### config.mk
export PLATFORM = sky130hd
export DESIGN_NAME = clock_set_controller_flat
export DESIGN_NICKNAME = d
export VERILOG_FILES = /design/src/rtl/clock_set_controller_pkg.sv /design/src/rtl/clock_set_controller_if.sv /design/src/rtl/clock_set_controller_btn_debounce.sv /design/src/rtl/clock_set_controller.sv /design/src/flat_wrapper.sv
export SDC_FILE = /design/constraint.sdc
export NUM_CORES = 1
export LEC_CHECK = 0
export CAP_MARGIN = 40
export CORE_MARGIN = 1
export CORE_UTILIZATION = 45
export DETAILED_ROUTE_END_ITERATION = 12
export GPL_TIMING_DRIVEN = 1
export PLACE_DENSITY = 0.65
export SLEW_MARGIN = 20
export SYNTH_ARGS = -nofsm -noshare
export SYNTH_HDL_FRONTEND = slang
export SYNTH_SLANG_ARGS = --single-unit
### constraint.sdc
create_clock -name clk -period 2.37 [get_ports clk]
set_clock_uncertainty 0.2 [all_clocks]
set_input_delay 0.3555 -clock clk [delete_from_list [all_inputs] [get_ports clk]]
set_output_delay 0.3555 -clock clk [all_outputs]
set_load 0.05 [all_outputs]
### src/rtl/clock_set_controller_pkg.sv
// Shared types and default constants for the clock time-set sequencer.
// Optional feature macro: CLKSET_AUTOREPEAT_EN (adds the auto-repeat defaults).
package clock_set_controller_pkg;

  typedef enum logic [1:0] {
    ModeRun     = 2'd0,
    ModeSetHour = 2'd1,
    ModeSetMin  = 2'd2,
    ModeSetSec  = 2'd3
  } mode_t;

  localparam int unsigned DefDebounceCycles = 64;
  localparam int unsigned DefIdleTimeoutS   = 10;
`ifdef CLKSET_AUTOREPEAT_EN
  localparam int unsigned DefRepeatDelay    = 16384;
  localparam int unsigned DefRepeatPeriod   = 4096;
`endif

  // Mode button walks the set phases cyclically.
  function automatic mode_t next_mode(mode_t m);
    unique case (m)
      ModeRun:     next_mode = ModeSetHour;
      ModeSetHour: next_mode = ModeSetMin;
      ModeSetMin:  next_mode = ModeSetSec;
      ModeSetSec:  next_mode = ModeRun;
      default:     next_mode = ModeRun;
    endcase
  endfunction

endpackage

### src/rtl/clock_set_controller_if.sv
// Button/tick inputs and counter-chain/display outputs of the time-set sequencer.
interface clock_set_controller_if;

  logic       btn_mode_n;
  logic       btn_inc_n;
  logic       tick_1hz;
  logic       run_en;
  logic       inc_hour;
  logic       inc_min;
  logic       clr_sec;
  logic       blank_hour;
  logic       blank_min;
  logic [1:0] mode;

  modport master (
    input  btn_mode_n, btn_inc_n, tick_1hz,
    output run_en, inc_hour, inc_min, clr_sec, blank_hour, blank_min, mode
  );

  modport slave (
    output btn_mode_n, btn_inc_n, tick_1hz,
    input  run_en, inc_hour, inc_min, clr_sec, blank_hour, blank_min, mode
  );

endinterface

### src/rtl/clock_set_controller_btn_debounce.sv
// Active-low button conditioner: 2-flop synchroniser, stability counter, 1-cycle press pulse.
module clock_set_controller_btn_debounce #(
  parameter int unsigned DEBOUNCE_CYCLES = 64
) (
  input  logic clk,
  input  logic rst,
  input  logic btn_n,
  output logic level,
  output logic press
);

  localparam int unsigned CntW = $clog2(DEBOUNCE_CYCLES + 1);

  logic [1:0]      sync_q;
  logic            synced;
  logic [CntW-1:0] cnt_q, cnt_d;
  logic            level_q, level_d;
  logic            armed_q, armed_d;
  logic            press_q, press_d;

  // Synchroniser keeps sampling through reset so a held button is visible right after it.
  always_ff @(posedge clk) begin
    sync_q <= {sync_q[0], ~btn_n};
  end

  assign synced = sync_q[1];

  always_comb begin
    level_d = level_q;
    cnt_d   = '0;
    if (synced != level_q) begin
      if (cnt_q == CntW'(DEBOUNCE_CYCLES - 1)) begin
        level_d = synced;
      end else begin
        cnt_d = cnt_q + CntW'(1);
      end
    end
    // Presses count only once the pin has been seen released since reset.
    armed_d = armed_q | ~synced;
    press_d = armed_q & level_d & ~level_q;
  end

  always_ff @(posedge clk) begin
    if (rst) begin
      cnt_q   <= '0;
      level_q <= 1'b0;
      armed_q <= 1'b0;
      press_q <= 1'b0;
    end else begin
      cnt_q   <= cnt_d;
      level_q <= level_d;
      armed_q <= armed_d;
      press_q <= press_d;
    end
  end

  assign level = level_q & armed_q;
  assign press = press_q;

endmodule

### src/rtl/clock_set_controller.sv
// Time-set sequencer: set-mode FSM, idle timeout, blink phase and counter strobes.
// Optional feature macro: CLKSET_AUTOREPEAT_EN (held-inc auto-repeat in SET_HOUR/SET_MIN).
module clock_set_controller
  import clock_set_controller_pkg::*;
#(
  parameter int unsigned DEBOUNCE_CYCLES = DefDebounceCycles,
  parameter int unsigned IDLE_TIMEOUT_S  = DefIdleTimeoutS
`ifdef CLKSET_AUTOREPEAT_EN
  ,
  parameter int unsigned REPEAT_DELAY    = DefRepeatDelay,
  parameter int unsigned REPEAT_PERIOD   = DefRepeatPeriod
`endif
) (
  input logic                    clk,
  input logic                    rst,
  clock_set_controller_if.master bus
);

  localparam int unsigned IdleW = $clog2(IDLE_TIMEOUT_S + 1);

  logic mode_ev, inc_ev, inc_level, rep_fire, activity;
  logic unused_mode_level;

  mode_t            mode_q, mode_d;
  logic [IdleW-1:0] idle_q, idle_d;
  logic             blink_q, blink_d;
  logic             inc_hour_q, inc_hour_d;
  logic             inc_min_q, inc_min_d;
  logic             clr_sec_q, clr_sec_d;

  clock_set_controller_btn_debounce #(
    .DEBOUNCE_CYCLES(DEBOUNCE_CYCLES)
  ) u_db_mode (
    .clk  (clk),
    .rst  (rst),
    .btn_n(bus.btn_mode_n),
    .level(unused_mode_level),
    .press(mode_ev)
  );

  clock_set_controller_btn_debounce #(
    .DEBOUNCE_CYCLES(DEBOUNCE_CYCLES)
  ) u_db_inc (
    .clk  (clk),
    .rst  (rst),
    .btn_n(bus.btn_inc_n),
    .level(inc_level),
    .press(inc_ev)
  );

`ifdef CLKSET_AUTOREPEAT_EN
  localparam int unsigned RepW = $clog2(REPEAT_DELAY + 1);

  logic [RepW-1:0] rep_q, rep_d;

  // Reloading to DELAY-PERIOD+1 makes later strobes land exactly PERIOD cycles apart.
  always_comb begin
    rep_d    = '0;
    rep_fire = 1'b0;
    if (inc_level && !mode_ev && (mode_q == ModeSetHour || mode_q == ModeSetMin)) begin
      if (rep_q == RepW'(REPEAT_DELAY)) begin
        rep_fire = 1'b1;
        rep_d    = RepW'(REPEAT_DELAY - REPEAT_PERIOD + 1);
      end else begin
        rep_d = rep_q + RepW'(1);
      end
    end
  end

  always_ff @(posedge clk) begin
    if (rst) begin
      rep_q <= '0;
    end else begin
      rep_q <= rep_d;
    end
  end
`else
  logic unused_inc_level;
  assign unused_inc_level = inc_level;
  assign rep_fire         = 1'b0;
`endif

  always_comb begin
    mode_d     = mode_q;
    idle_d     = idle_q;
    blink_d    = blink_q;
    inc_hour_d = 1'b0;
    inc_min_d  = 1'b0;
    clr_sec_d  = 1'b0;
    activity   = 1'b0;

    // Mode press has priority; a coincident inc press is dropped.
    if (mode_ev) begin
      mode_d   = next_mode(mode_q);
      activity = 1'b1;
    end else if (inc_ev || rep_fire) begin
      activity = 1'b1;
      unique case (mode_q)
        ModeSetHour: inc_hour_d = 1'b1;
        ModeSetMin:  inc_min_d  = 1'b1;
        ModeSetSec:  clr_sec_d  = inc_ev;
        ModeRun:     activity   = 1'b0;
        default:     activity   = 1'b0;
      endcase
    end

    if (mode_d != mode_q || mode_q == ModeRun) begin
      idle_d  = '0;
      blink_d = 1'b0;
    end else begin
      if (bus.tick_1hz) begin
        blink_d = ~blink_q;
      end
      if (activity) begin
        idle_d = '0;
      end else if (bus.tick_1hz) begin
        if (idle_q >= IdleW'(IDLE_TIMEOUT_S - 1)) begin
          mode_d  = ModeRun;
          idle_d  = '0;
          blink_d = 1'b0;
        end else begin
          idle_d = idle_q + IdleW'(1);
        end
      end
    end
  end

  always_ff @(posedge clk) begin
    if (rst) begin
      mode_q     <= ModeRun;
      idle_q     <= '0;
      blink_q    <= 1'b0;
      inc_hour_q <= 1'b0;
      inc_min_q  <= 1'b0;
      clr_sec_q  <= 1'b0;
    end else begin
      mode_q     <= mode_d;
      idle_q     <= idle_d;
      blink_q    <= blink_d;
      inc_hour_q <= inc_hour_d;
      inc_min_q  <= inc_min_d;
      clr_sec_q  <= clr_sec_d;
    end
  end

  assign bus.run_en     = (mode_q != ModeSetSec);
  assign bus.inc_hour   = inc_hour_q;
  assign bus.inc_min    = inc_min_q;
  assign bus.clr_sec    = clr_sec_q;
  assign bus.blank_hour = (mode_q == ModeSetHour) && blink_q;
  assign bus.blank_min  = (mode_q == ModeSetMin) && blink_q;
  assign bus.mode       = mode_q;

endmodule

### src/flat_wrapper.sv
// flat-port wrapper written by rule: the top's interface ports become plain ports
module clock_set_controller_flat import clock_set_controller_pkg::*;
#(
  parameter int unsigned DEBOUNCE_CYCLES = DefDebounceCycles,
  parameter int unsigned IDLE_TIMEOUT_S  = DefIdleTimeoutS

)
  (clk, rst, bus_btn_mode_n, bus_btn_inc_n, bus_tick_1hz, bus_run_en, bus_inc_hour, bus_inc_min, bus_clr_sec, bus_blank_hour, bus_blank_min, bus_mode);
  clock_set_controller_if bus_i ();
  input logic clk;
  input logic rst;
  input wire logic [$bits(bus_i.btn_mode_n)-1:0] bus_btn_mode_n;
  input wire logic [$bits(bus_i.btn_inc_n)-1:0] bus_btn_inc_n;
  input wire logic [$bits(bus_i.tick_1hz)-1:0] bus_tick_1hz;
  output wire logic [$bits(bus_i.run_en)-1:0] bus_run_en;
  output wire logic [$bits(bus_i.inc_hour)-1:0] bus_inc_hour;
  output wire logic [$bits(bus_i.inc_min)-1:0] bus_inc_min;
  output wire logic [$bits(bus_i.clr_sec)-1:0] bus_clr_sec;
  output wire logic [$bits(bus_i.blank_hour)-1:0] bus_blank_hour;
  output wire logic [$bits(bus_i.blank_min)-1:0] bus_blank_min;
  output wire logic [$bits(bus_i.mode)-1:0] bus_mode;
  assign bus_i.btn_mode_n = bus_btn_mode_n;
  assign bus_i.btn_inc_n = bus_btn_inc_n;
  assign bus_i.tick_1hz = bus_tick_1hz;
  assign bus_run_en = bus_i.run_en;
  assign bus_inc_hour = bus_i.inc_hour;
  assign bus_inc_min = bus_i.inc_min;
  assign bus_clr_sec = bus_i.clr_sec;
  assign bus_blank_hour = bus_i.blank_hour;
  assign bus_blank_min = bus_i.blank_min;
  assign bus_mode = bus_i.mode;
  clock_set_controller #(.DEBOUNCE_CYCLES(DEBOUNCE_CYCLES), .IDLE_TIMEOUT_S(IDLE_TIMEOUT_S)) u_core (.clk(clk), .rst(rst), .bus(bus_i));
endmodule
==> results.yml <==
critical_path:
  crit_buf_inv: 2
  crit_fanout: 6
  crit_chain: "inv_1 -> ha_1 -> and2_1 -> dlygate4sd2_1"
  start_kind: "register"
  setup.worst_path.end_class: "primary output"
  path_class: "reg2out"
  cp.required_ns: 1.81
  critPathMaxStageDelay_ns: 0.45
  crit_family: "buffers and inverters"
  crit_arrival_ns: 1.66
  critPathSlowestCell: "dfxtp_1"
global_route:
  grt_pass1_vias: 930
  grt_max_degree: 13
  grt_pass1_wl_mm: 3.88
  antenna_found_initial: 0
  grt-ovfl-total: 0
  grt_use_total: 0.153
route:
  wl_mm: 2.30
  dr.pass1.iters: 4
  drt-initial-drc-count: 39
  wl_per_cell_um: 10.6
  drtAntennaViolNets: 0
  drc: 0
  via_per_inst: 4.92
  vias: 1068
timing:
  rsz0062_at_grt: "no"
  report.final.setup_viol: 0
  tns_ns: 0
  tightest_slew_ns: 0.534
  hold_violations: 0
  fmax_mhz: 451
  maxSlewViolCount: 0
  post-route-period-util: 0.935
  slew_headroom: 0.643
  period_needed_ns: 2.22
yosys:
  yosysSeqAreaShare: 0.472
  yosys_warnings: 0
  ys_types: 32
  syn_nets: 170
  syn_area_mm2: 0.00144
  syn-instance-count: 155
  synth-seq-cells: 34
  syn_area_per_cell_um2: 9.30
clocking:
  cts_sinks: 34
  clk_pin_slew_ns: 0.11
  postCtsSetupBuffers: 0
  cts_buffers: 5
  root_buffer: "clkbuf_4"
  insertion_delay_ns: 0.33
  ctsLongestPathBuffers: 2
  cts_tree: "done"
  ctsHtreeMaxLevel: 2
status:
  outcome: "finished, final reports clean"
placed_design:
  placed_area_mm2: 0.00161
  gp_congestion: 0.747
  dp_hpwl_mm: 1.64
  numPortBuffers: 12
die:
  die_area_mm2: 0.00343
  chipHeight_um: 58.6
  dieWidth_um: 58.6
  ios: 13
  start_util: 0.472
  num_rows: 20
  fp.coreArea_mm2: 0.00305
final_layout:
  drive_gt1_frac: 0.0751
  diodes: 0
  nets: 187
  final_area_mm2: 0.00172
  area_growth_pct: 19.0
flow_run:
  maxCapViolCount: 0
hold_path:
  hold_path.class: "reg2reg"
power_and_ir_drop:
  leakagePower_uw: 0.000653
  power_density_mw_per_mm2: 673
  vdd_drop_max_uv: 385
## flip-flops by register name, indices dropped and copies added (netlist names), named ones only
register,flops
u_core.u_db_inc.press,1
u_core.u_db_inc.armed_q,1
u_core.bus.mode,2
u_core.bus.inc_hour,1
u_core.u_db_inc.cnt_q,7
u_core.u_db_mode.cnt_q,7
u_core.bus.clr_sec,1
u_core.u_db_inc.sync_q,2
u_core.u_db_mode.armed_q,1
u_core.idle_q,4
u_core.u_db_mode.level_q,1
u_core.u_db_mode.press,1
u_core.bus.inc_min,1
u_core.u_db_inc.level_q,1
u_core.u_db_mode.sync_q,2
## path summary, 6_finish.rpt
path | from | endpoint | slack (ns) | cells past startpoint
setup / recovery | u_core.bus.mode[0]$_SDFF_PP0_ | bus_blank_min | 0.15 | 4
hold / removal | u_core.u_db_mode.sync_q[0]$_DFF_P_ | u_core.u_db_mode.sync_q[1]$_DFF_P_ | 0.14 | 0
hold reg to reg | u_core.u_db_mode.sync_q[0]$_DFF_P_ | u_core.u_db_mode.sync_q[1]$_DFF_P_ | 0.14 | 0
setup reg to reg | u_core.bus.mode[0]$_SDFF_PP0_ | u_core.idle_q[3]$_SDFFE_PP0P_ | 0.32 | 4
## metal layers
layer | vias to the layer above | GRT usage | wire (um) | part of all wire
li1 | 555 | - | - | -
met1 | 494 | 0.193 | 1110 | 0.48
met2 | 15 | 0.230 | 1080 | 0.47
met3 | 4 | 0.0615 | 85 | 0.037
met4 | 0 | 0.0714 | 27 | 0.012
met5 | - | 0 | 0 | 0
## through the flow
step	instances	worst slack (ns)	power, uW	hold slack, ns	util
after floorplan	155	0.0770	620	0.110	-
after global placement	209	0.290	631	0.111	0.527
after detailed placement	209	0.249	633	0.113	0.527
after CTS	217	0.00495	1170	0.140	0.561
after global routing	217	0.0591	1200	0.151	0.562
final	217	0.154	1150	0.140	0.562
## worst reg2reg max path, delay by kind of cell (launching register included)
family | cells | cell delay [ns]
simple gates | 2 | 0.85
flops | 1 | 0.45
fa+ha+maj | 1 | 0.29
xor+xnor | 1 | 0.17
## cell families after synthesis
group	after synthesis	synth area share
buffers and inverters	16	0.0434
AO/OA/AOI/OAI	18	0.0825
XOR/XNOR	11	0.0668
AND/OR/NAND/NOR	63	0.227
flip-flops	34	0.472
multiplexers	3	0.0208
adder cells (fa/ha/maj)	10	0.0868
## where the power goes
group          switching (uW)  internal, uW
Clock                     204           330
Combinational            18.0          15.4
Sequential               6.11           580
Total                     228           926
## area by class of cell
| type | count | area, um2 |
|---|---|---|
| fill | 281 | 1340 |
| multi-input combinational | 105 | 698 |
| sequential | 34 | 681 |
| timing repair buffer | 13 | 126 |
| clock inverter | 3 | 68.8 |
| tap | 44 | 55.1 |
| inverter | 13 | 48.8 |
| clock buffer | 5 | 37.5 |
## what timing repair did
item | 4_1_cts | 5_1_grt
gates resized for setup | 1 | 1
endpoints found under the hold margin | 0 | 0
hold buffers | 0 | 0
setup endpoints to repair | 1 | 1
## cells in the mapped netlist
master    number  area share
or3_2          1      0.0052
xnor2_1        4       0.024
or2_2          1      0.0043
a21oi_1        4       0.014
a211oi_1       3       0.016
dfxtp_1       34        0.47
ha_1          10       0.087
or4_1          1      0.0052
o21a_1         1      0.0052
nand2b_1       4       0.017
buf_2          2      0.0069
nor2_1        19       0.049
nor4_1         2      0.0087
nand3_1        6       0.021
clkinv_1       1      0.0026
inv_1         12       0.031
mux2i_1        3       0.021
nand4_1        1      0.0043
and4_1         2       0.012
xor2_1         7       0.043
nor2b_1        1      0.0043
o21ai_0        4       0.014
and2_1         5       0.022
a211o_1        1      0.0061
clkbuf_1       1      0.0026
nand2_1       12       0.031
nor3b_1        2       0.010
o211a_1        1      0.0069
nor4_2         1      0.0087
or3_1          3       0.013
o211ai_1       4       0.021
nand3b_1       2       0.010
## layout by cell type (no fill, tap or decap), types with 3 or more instances in the layout
master and instances:
or3_1 3, xnor2_1 4, o211ai_1 4, o21ai_0 4, a21oi_1 4, inv_1 12, and2_1 5, nand2b_1 4
clkdlybuf4s50_1 9, nand3_1 6, xor2_1 7, nand2_1 12, clkbuf_4 5, ha_1 10, a211oi_1 3, nor2_1 19
mux2i_1 3, dfxtp_1 34
Note: power is estimated with default switching activity, not from simulation.
